[src/rtl/pack_rq_pkg.sv]
// Shared constants and types for the R/q zero-sum coefficient packer.
package pack_rq_pkg;

  localparam int N          = 701;
  localparam int LOGQ       = 13;
  localparam int OUT_BYTES  = 1138;
  localparam int BUF_W      = 20;
  localparam int FILL_W     = 5;
  localparam int COEF_CNT_W = $clog2(N + 1);
  localparam int BYTE_CNT_W = $clog2(OUT_BYTES + 1);

  typedef logic [1:0] state_t;
  localparam state_t IDLE  = 2'd0;
  localparam state_t PACK  = 2'd1;
  localparam state_t FLUSH = 2'd2;
  localparam state_t DONE  = 2'd3;

  typedef logic [LOGQ-1:0] coef_t;

  // Number of bytes needed to hold a given number of stream bits.
  function automatic int bytes_for_bits(input int bits);
    return (bits + 7) / 8;
  endfunction

endpackage

[src/rtl/pack_rq0_bit_accum_fifo.sv]
// 20-bit LSB-first bit accumulator: appends LOGQ-bit words at the fill point and
// retires bytes from the bottom; a push and a pop may happen in the same cycle.
module bit_accum_fifo
  import pack_rq_pkg::*;
(
  input  logic              lcl_clk,
  input  logic              rst,
  input  logic              clr,
  input  logic              push,
  input  coef_t             push_data,
  input  logic              pop,
  output logic [7:0]        head,
  output logic [FILL_W-1:0] fill
);

  logic [BUF_W-1:0]  bits_q;
  logic [BUF_W-1:0]  bits_base;
  logic [BUF_W-1:0]  bits_d;
  logic [FILL_W-1:0] fill_q;
  logic [FILL_W-1:0] fill_base;
  logic [FILL_W-1:0] fill_d;

  // Pop first, then append at the post-pop fill point. Bits above fill stay zero,
  // which gives the zero padding of a partial final byte for free.
  always_comb begin
    bits_base = bits_q;
    fill_base = fill_q;
    if (pop) begin
      bits_base = bits_q >> 8;
      fill_base = (fill_q > FILL_W'(8)) ? (fill_q - FILL_W'(8)) : '0;
    end
    bits_d = bits_base;
    fill_d = fill_base;
    if (push) begin
      bits_d = bits_base | ({{(BUF_W-LOGQ){1'b0}}, push_data} << fill_base);
      fill_d = fill_base + FILL_W'(LOGQ);
    end
  end

  always_ff @(posedge lcl_clk) begin
    if (rst || clr) begin
      bits_q <= '0;
      fill_q <= '0;
    end else begin
      bits_q <= bits_d;
      fill_q <= fill_d;
    end
  end

  assign head = bits_q[7:0];
  assign fill = fill_q;

endmodule

[src/rtl/pack_rq0.sv]
// Serial pack_Rq0 byte packer: drops coefficient N-1, emits little-endian bytes.
// Optional build macro SUM_CHECK_EN adds a zero-sum check reported on sum_err.
module pack_rq0
  import pack_rq_pkg::*;
(
  input  logic            lcl_clk,
  input  logic            rst,
  input  logic            start,
  input  logic [LOGQ-1:0] coef_in,
  input  logic            coef_valid,
  output logic            coef_ready,
  output logic [7:0]      byte_out,
  output logic            byte_valid,
  input  logic            byte_ready,
  output logic            busy,
`ifdef SUM_CHECK_EN
  output logic            done,
  output logic            sum_err
`else
  output logic            done
`endif
);

  state_t                  state_q;
  state_t                  state_d;
  logic [COEF_CNT_W-1:0]   coef_cnt_q;
  logic [BYTE_CNT_W-1:0]   byte_cnt_q;
  logic [FILL_W-1:0]       fill;
  logic [7:0]              head;
  logic                    coef_xfer;
  logic                    last_coef;
  logic                    push;
  logic                    pop;
  logic                    clr;
  logic                    last_pop;

  assign last_coef = (coef_cnt_q == COEF_CNT_W'(N - 1));
  assign last_pop  = (byte_cnt_q == BYTE_CNT_W'(OUT_BYTES - 1));
  assign clr       = (state_q == IDLE) && start;

  always_comb begin
    coef_ready = (state_q == PACK) && (fill < FILL_W'(8));
    byte_valid = ((state_q == PACK) && (fill >= FILL_W'(8))) ||
                 ((state_q == FLUSH) && (fill != '0));
    coef_xfer  = coef_valid && coef_ready;
    push       = coef_xfer && !last_coef;
    pop        = byte_valid && byte_ready;
  end

  assign byte_out = head;
  assign busy     = (state_q == PACK) || (state_q == FLUSH);
  assign done     = (state_q == DONE);

  bit_accum_fifo u_fifo (
    .lcl_clk   (lcl_clk),
    .rst       (rst),
    .clr       (clr),
    .push      (push),
    .push_data (coef_in),
    .pop       (pop),
    .head      (head),
    .fill      (fill)
  );

  // An empty buffer in FLUSH only occurs when the stream ended on a byte boundary.
  always_comb begin
    state_d = state_q;
    case (state_q)
      IDLE:    if (start) state_d = PACK;
      PACK:    if (coef_xfer && last_coef) state_d = FLUSH;
      FLUSH:   if ((pop && last_pop) || (fill == '0)) state_d = DONE;
      DONE:    state_d = IDLE;
      default: state_d = IDLE;
    endcase
  end

  always_ff @(posedge lcl_clk) begin
    if (rst) begin
      state_q    <= IDLE;
      coef_cnt_q <= '0;
      byte_cnt_q <= '0;
    end else begin
      state_q <= state_d;
      if (clr) begin
        coef_cnt_q <= '0;
        byte_cnt_q <= '0;
      end else begin
        if (coef_xfer) coef_cnt_q <= coef_cnt_q + 1'b1;
        if (pop)       byte_cnt_q <= byte_cnt_q + 1'b1;
      end
    end
  end

`ifdef SUM_CHECK_EN
  coef_t sum_q;
  logic  sum_err_q;

  // The accumulator includes coefficient N-1, so a valid polynomial sums to zero.
  always_ff @(posedge lcl_clk) begin
    if (rst) begin
      sum_q     <= '0;
      sum_err_q <= 1'b0;
    end else if (clr) begin
      sum_q     <= '0;
      sum_err_q <= 1'b0;
    end else begin
      if (coef_xfer) sum_q <= sum_q + coef_in;
      if ((state_q == FLUSH) && (state_d == DONE)) sum_err_q <= (sum_q != '0);
    end
  end

  assign sum_err = sum_err_q;
`endif

endmodule

[config.mk]
export PLATFORM = sky130hd
export DESIGN_NAME = pack_rq0
export DESIGN_NICKNAME = d
export VERILOG_FILES = /design/src/rtl/pack_rq_pkg.sv /design/src/rtl/pack_rq0_bit_accum_fifo.sv /design/src/rtl/pack_rq0.sv
export SDC_FILE = /design/constraint.sdc
export NUM_CORES = 1
export LEC_CHECK = 0
export ABC_AREA = 0
export BUFFER_PORTS_ARGS = -buffer_cell sky130_fd_sc_hd__buf_4
export CAP_MARGIN = 20
export CORE_AREA = 2 2 67 100
export CTS_CLUSTER_DIAMETER = 80
export DETAILED_ROUTE_END_ITERATION = 10
export DIE_AREA = 0 0 69 102
export GPL_ROUTABILITY_DRIVEN = 1
export PLACE_DENSITY = 0.71
export RECOVER_POWER = 50
export SYNTH_ARGS = -nofsm -noshare
export SYNTH_HDL_FRONTEND = slang
export SYNTH_HIERARCHICAL = 1
export SYNTH_SLANG_ARGS = --single-unit
[constraint.sdc]
create_clock -name lcl_clk -period 3.8 [get_ports lcl_clk]
set_clock_uncertainty 0.15 [all_clocks]
set_input_delay 0.19 -clock lcl_clk [delete_from_list [all_inputs] [get_ports lcl_clk]]
set_output_delay 0.19 -clock lcl_clk [all_outputs]
set_load 0.03 [all_outputs]
==> flow_metrics.py <==
metrics = {
    "synth": {
        "ys.flop_type": "dfxtp_1",
        "syn_area_um2": 3339,
        "synth-edff-count": 0,
        "ys_seq_area_share_pct": 28.77,
        "syn_nets": 442,
        "synthCells": 415,
        "syn_avg_cell_area_um2": 8.047,
        "ys_warn_count": 6,
        "synth_seq_cells": 48,
        "ys_async_sr_fraction_pct": 0,
        "ys_types": 65,
    },
    "clock_network": {
        "clk_latency_ps": 300,
        "cts_htree_levels": 2,
        "root_buffer": "clkbuf_8",
        "tritoncts": "built",
        "clk_pin_slew_ps": 90,
        "cts.path.max_buffers": 2,
        "cts_made_buffers": 5,
        "cts_sinks": 48,
        "cts_resized": 0,
    },
    "timing": {
        "fin_crit_ps": 3282,
        "holdWs_ps": 170.8,
        "clock.fmax_mhz": 304.7,
        "finalSetupTns_ps": 0,
        "final_max_slew_viol_count": 0,
        "tightest_slew_ps": 1187,
        "slew_headroom_pct": 20.86,
        "hold_viol": 0,
        "fin_crit_sh_pct": 86.37,
        "setup_viol": 0,
        "rsz0062_at_grt": "no",
    },
    "route": {
        "wirelength_um": 9022,
        "vias": 3205,
        "postRouteAntennaNets": 0,
        "vias_per_cell": 6.272,
        "drcViolationCount": 0,
        "post_drt_wl_per_cell_um": 17.66,
        "drt_iter0_drc": 228,
        "drt_pass1_iterations": 5,
    },
    "layout": {
        "final_nets": 463,
        "stdcell_count": 511,
        "seqCellArea_um2": 960.9,
        "diodes": 0,
        "fillers": 606,
        "area_delta_synth_final_pct": 9.704,
        "design_area_um2": 3664,
        "multi_input_area_um2": 2147,
        "drive_above_1_share_pct": 13.27,
    },
    "floorplanning": {
        "die_h_um": 102,
        "dieWidth_um": 69,
        "rows": 35,
        "core_um2": 6131,
        "die-area_um2": 7038,
        "io_pins": 30,
        "initial_core_util_pct": 54.47,
    },
    "place": {
        "portBuffers": 29,
        "place_congestion": 0.9590,
        "dp_cells": 502,
        "place_area_um2": 3605,
        "hpwl_um": 6680,
    },
    "setup_path": {
        "cp-startpoint": "u_fifo/fill[3]$_SDFF_PP0_",
        "cp-start-kind": "register",
        "slowest_stage": "or4_1",
        "required_ps": 3820,
        "crit_arrival_ps": 3310,
        "critPathKind": "register to register",
        "crit-reg2reg-launch": "u_fifo/fill[3]$_SDFF_PP0_",
        "reg2regPathDepth": 9,
        "cp_cell_sequence": "or4_1 -> o221ai_4 -> inv_4 -> nor3b_2 -> buf_4 -> a2111oi_0 -> a31oi_1 -> mux2i_1 -> o22ai_1",
        "critPathMaxFanout": 16,
        "slowest_delay_ps": 580,
        "crit_path_end_kind": "register",
    },
    "min_path": {
        "hold_path.class": "input pin to register",
        "min_from": "start",
        "worstHoldPathCells": 4,
    },
    "power_and_ir_drop": {
        "p_leak_nw": 1.340,
        "power.total_mw": 1.608,
        "combPwrFrac_pct": 44.5,
        "power_switching_uw": 655.1,
        "internal_power_uw": 952.9,
        "clkPwrFrac_pct": 20.0,
        "p_sw_share_pct": 40.74,
        "peakVddDrop_v": 0.0003973,
        "seqPwrFrac_pct": 35.5,
        "power.density_nw_per_um2": 438.9,
    },
    "run": {
        "maxCapViolations": 0,
    },
    "global_route": {
        "grtUsageTotal_pct": 26.40,
        "grt_max_degree": 34,
        "grt_pass1_vias": 3056,
        "grt_pass1_wl_um": 14950,
        "antenna_found_initial": 0,
        "overflow": 0,
    },
    "run_status": {
        "outcome": "finished clean",
    },
}
flip-flops by register name, summed over array words and instances (netlist names):
| signal | cells |
|---|---|
| byte_cnt_q | 11 |
| coef_cnt_q | 10 |
| state_q | 2 |
| u_fifo/bits_q | 20 |
| u_fifo/fill | 5 |
metal layers:
| layer | share of wire [%] | vias to the layer above | GRT usage, % |
|---|---|---|---|
| met5 | 0 | - | 0 |
| met4 | 5.9 | 0 | 16.29 |
| met3 | 4.6 | 40 | 3.649 |
| met2 | 50 | 117 | 48.00 |
| met1 | 39 | 1495 | 29.07 |
| li1 | - | 1553 | - |
layout make-up:
type,count,share of cell area [%]
Sequential cell,48,26.23
Timing Repair Buffer,48,8.777
Clock inverter,1,0.2049
Multi-Input combinational cell,321,58.61
Tap cell,74,2.527
Clock buffer,7,2.357
Inverter,12,1.298
path summary, 6_finish.rpt:
kind | to | slack, ps
setup / recovery | u_fifo/bits_q[11]$_SDFF_PP0_ | 520
hold / removal | state_q[0]$_SDFFE_PP0P_ | 170
setup reg to reg | u_fifo/bits_q[11]$_SDFF_PP0_ | 520
hold reg to reg | u_fifo/bits_q[14]$_SDFF_PP0_ | 320
kinds of logic (layout without fill, tap and decap cells):
family                     Yosys count  after routing  synth area share, %
buffers and inverters               46             68                6.969
AOI/OAI and AO/OA                  116            116                24.28
adders and majority gates           10             10                3.672
and+or+nand+nor                    155            155                24.28
DFF                                 48             48                28.77
xor gates and xnor gates            21             21                5.508
muxes                               19             19                6.519
cell usage in the layout, fill, tap and decap left out, types with 7 or more instances in the layout:
master,synthesis,final
xnor2_1,9,9
nor3_1,8,8
a21oi_1,29,29
mux2i_1,15,15
nand3_1,12,12
inv_1,11,11
a221oi_1,9,9
ha_1,9,9
and2_1,12,11
clkbuf_1,13,12
dfxtp_1,48,48
o21ai_0,17,17
nor2b_1,10,10
a211oi_1,8,8
nor2_1,33,33
nand4_1,7,7
nand2_1,38,38
xor2_1,12,12
buf_4,9,36
cells in the mapped netlist (2+ instances only):
cell type	instances	area [um2]
nor3b_1	5	37.54
nor4_1	4	25.02
or2_2	3	18.77
o22ai_1	2	12.51
o21ai_0	17	85.08
dfxtp_1	48	960.9
and2_1	12	75.07
buf_2	7	35.03
a221o_1	4	40.04
or4_4	2	22.52
a221oi_1	9	78.83
nand3_1	12	60.06
ha_1	9	112.6
a21bo_1	2	20.02
o21ai_1	2	10.01
o31ai_1	5	37.54
o211ai_1	4	30.03
nand2_1	38	142.6
buf_4	9	67.56
o21a_1	3	22.52
nor3_1	8	40.04
o21bai_1	2	15.01
mux2_2	2	22.52
xnor2_1	9	78.83
a21o_1	2	15.01
mux2i_1	15	150.1
and3b_1	3	26.28
mux4_2	2	45.04
a21oi_1	29	145.1
nand2b_1	6	37.54
a2111oi_0	6	52.55
buf_1	3	11.26
xor2_1	12	105.1
and3_1	5	31.28
nand4_1	7	43.79
nor2b_1	10	62.56
nor2_1	33	123.9
buf_6	2	22.52
a31oi_1	6	37.54
clkbuf_1	13	48.80
a211oi_1	8	60.06
a211o_1	2	17.52
inv_1	11	41.29
worst max-delay path, delay by kind of cell (launching register included):
kind / cells / cell delay, ps
AOI/OAI and AO/OA: 4 / 1140
buffers and inverters: 2 / 330
DFF: 1 / 380
muxes: 1 / 330
and+or+nand+nor: 2 / 820
stage by stage:
step / utilization [%] / worst slack [ps]
floorplan: - / 662.7
global placement: 58.80 / 621.5
detailed placement: 58.80 / 607.7
CTS: 60.49 / 609.1
global route: 59.76 / 336.6
finish: 59.76 / 518.0
power groups by stage:
stage               Combinational (mW)  Sequential (mW)  Clock (mW)
floorplan                        0.537            0.577           0
global placement                 0.729            0.582           0
detailed placement               0.734            0.584           0
CTS                              0.739            0.573       0.336
finish                           0.715            0.571       0.322
global route                     0.790            0.577       0.346
repair_timing:
item                                    CTS  global route
hold buffers                              1             0
setup buffers                             0             0
hold endpoints to repair                  1             0
endpoints found under the setup margin    0             0
(Power assumes the default switching activity.)
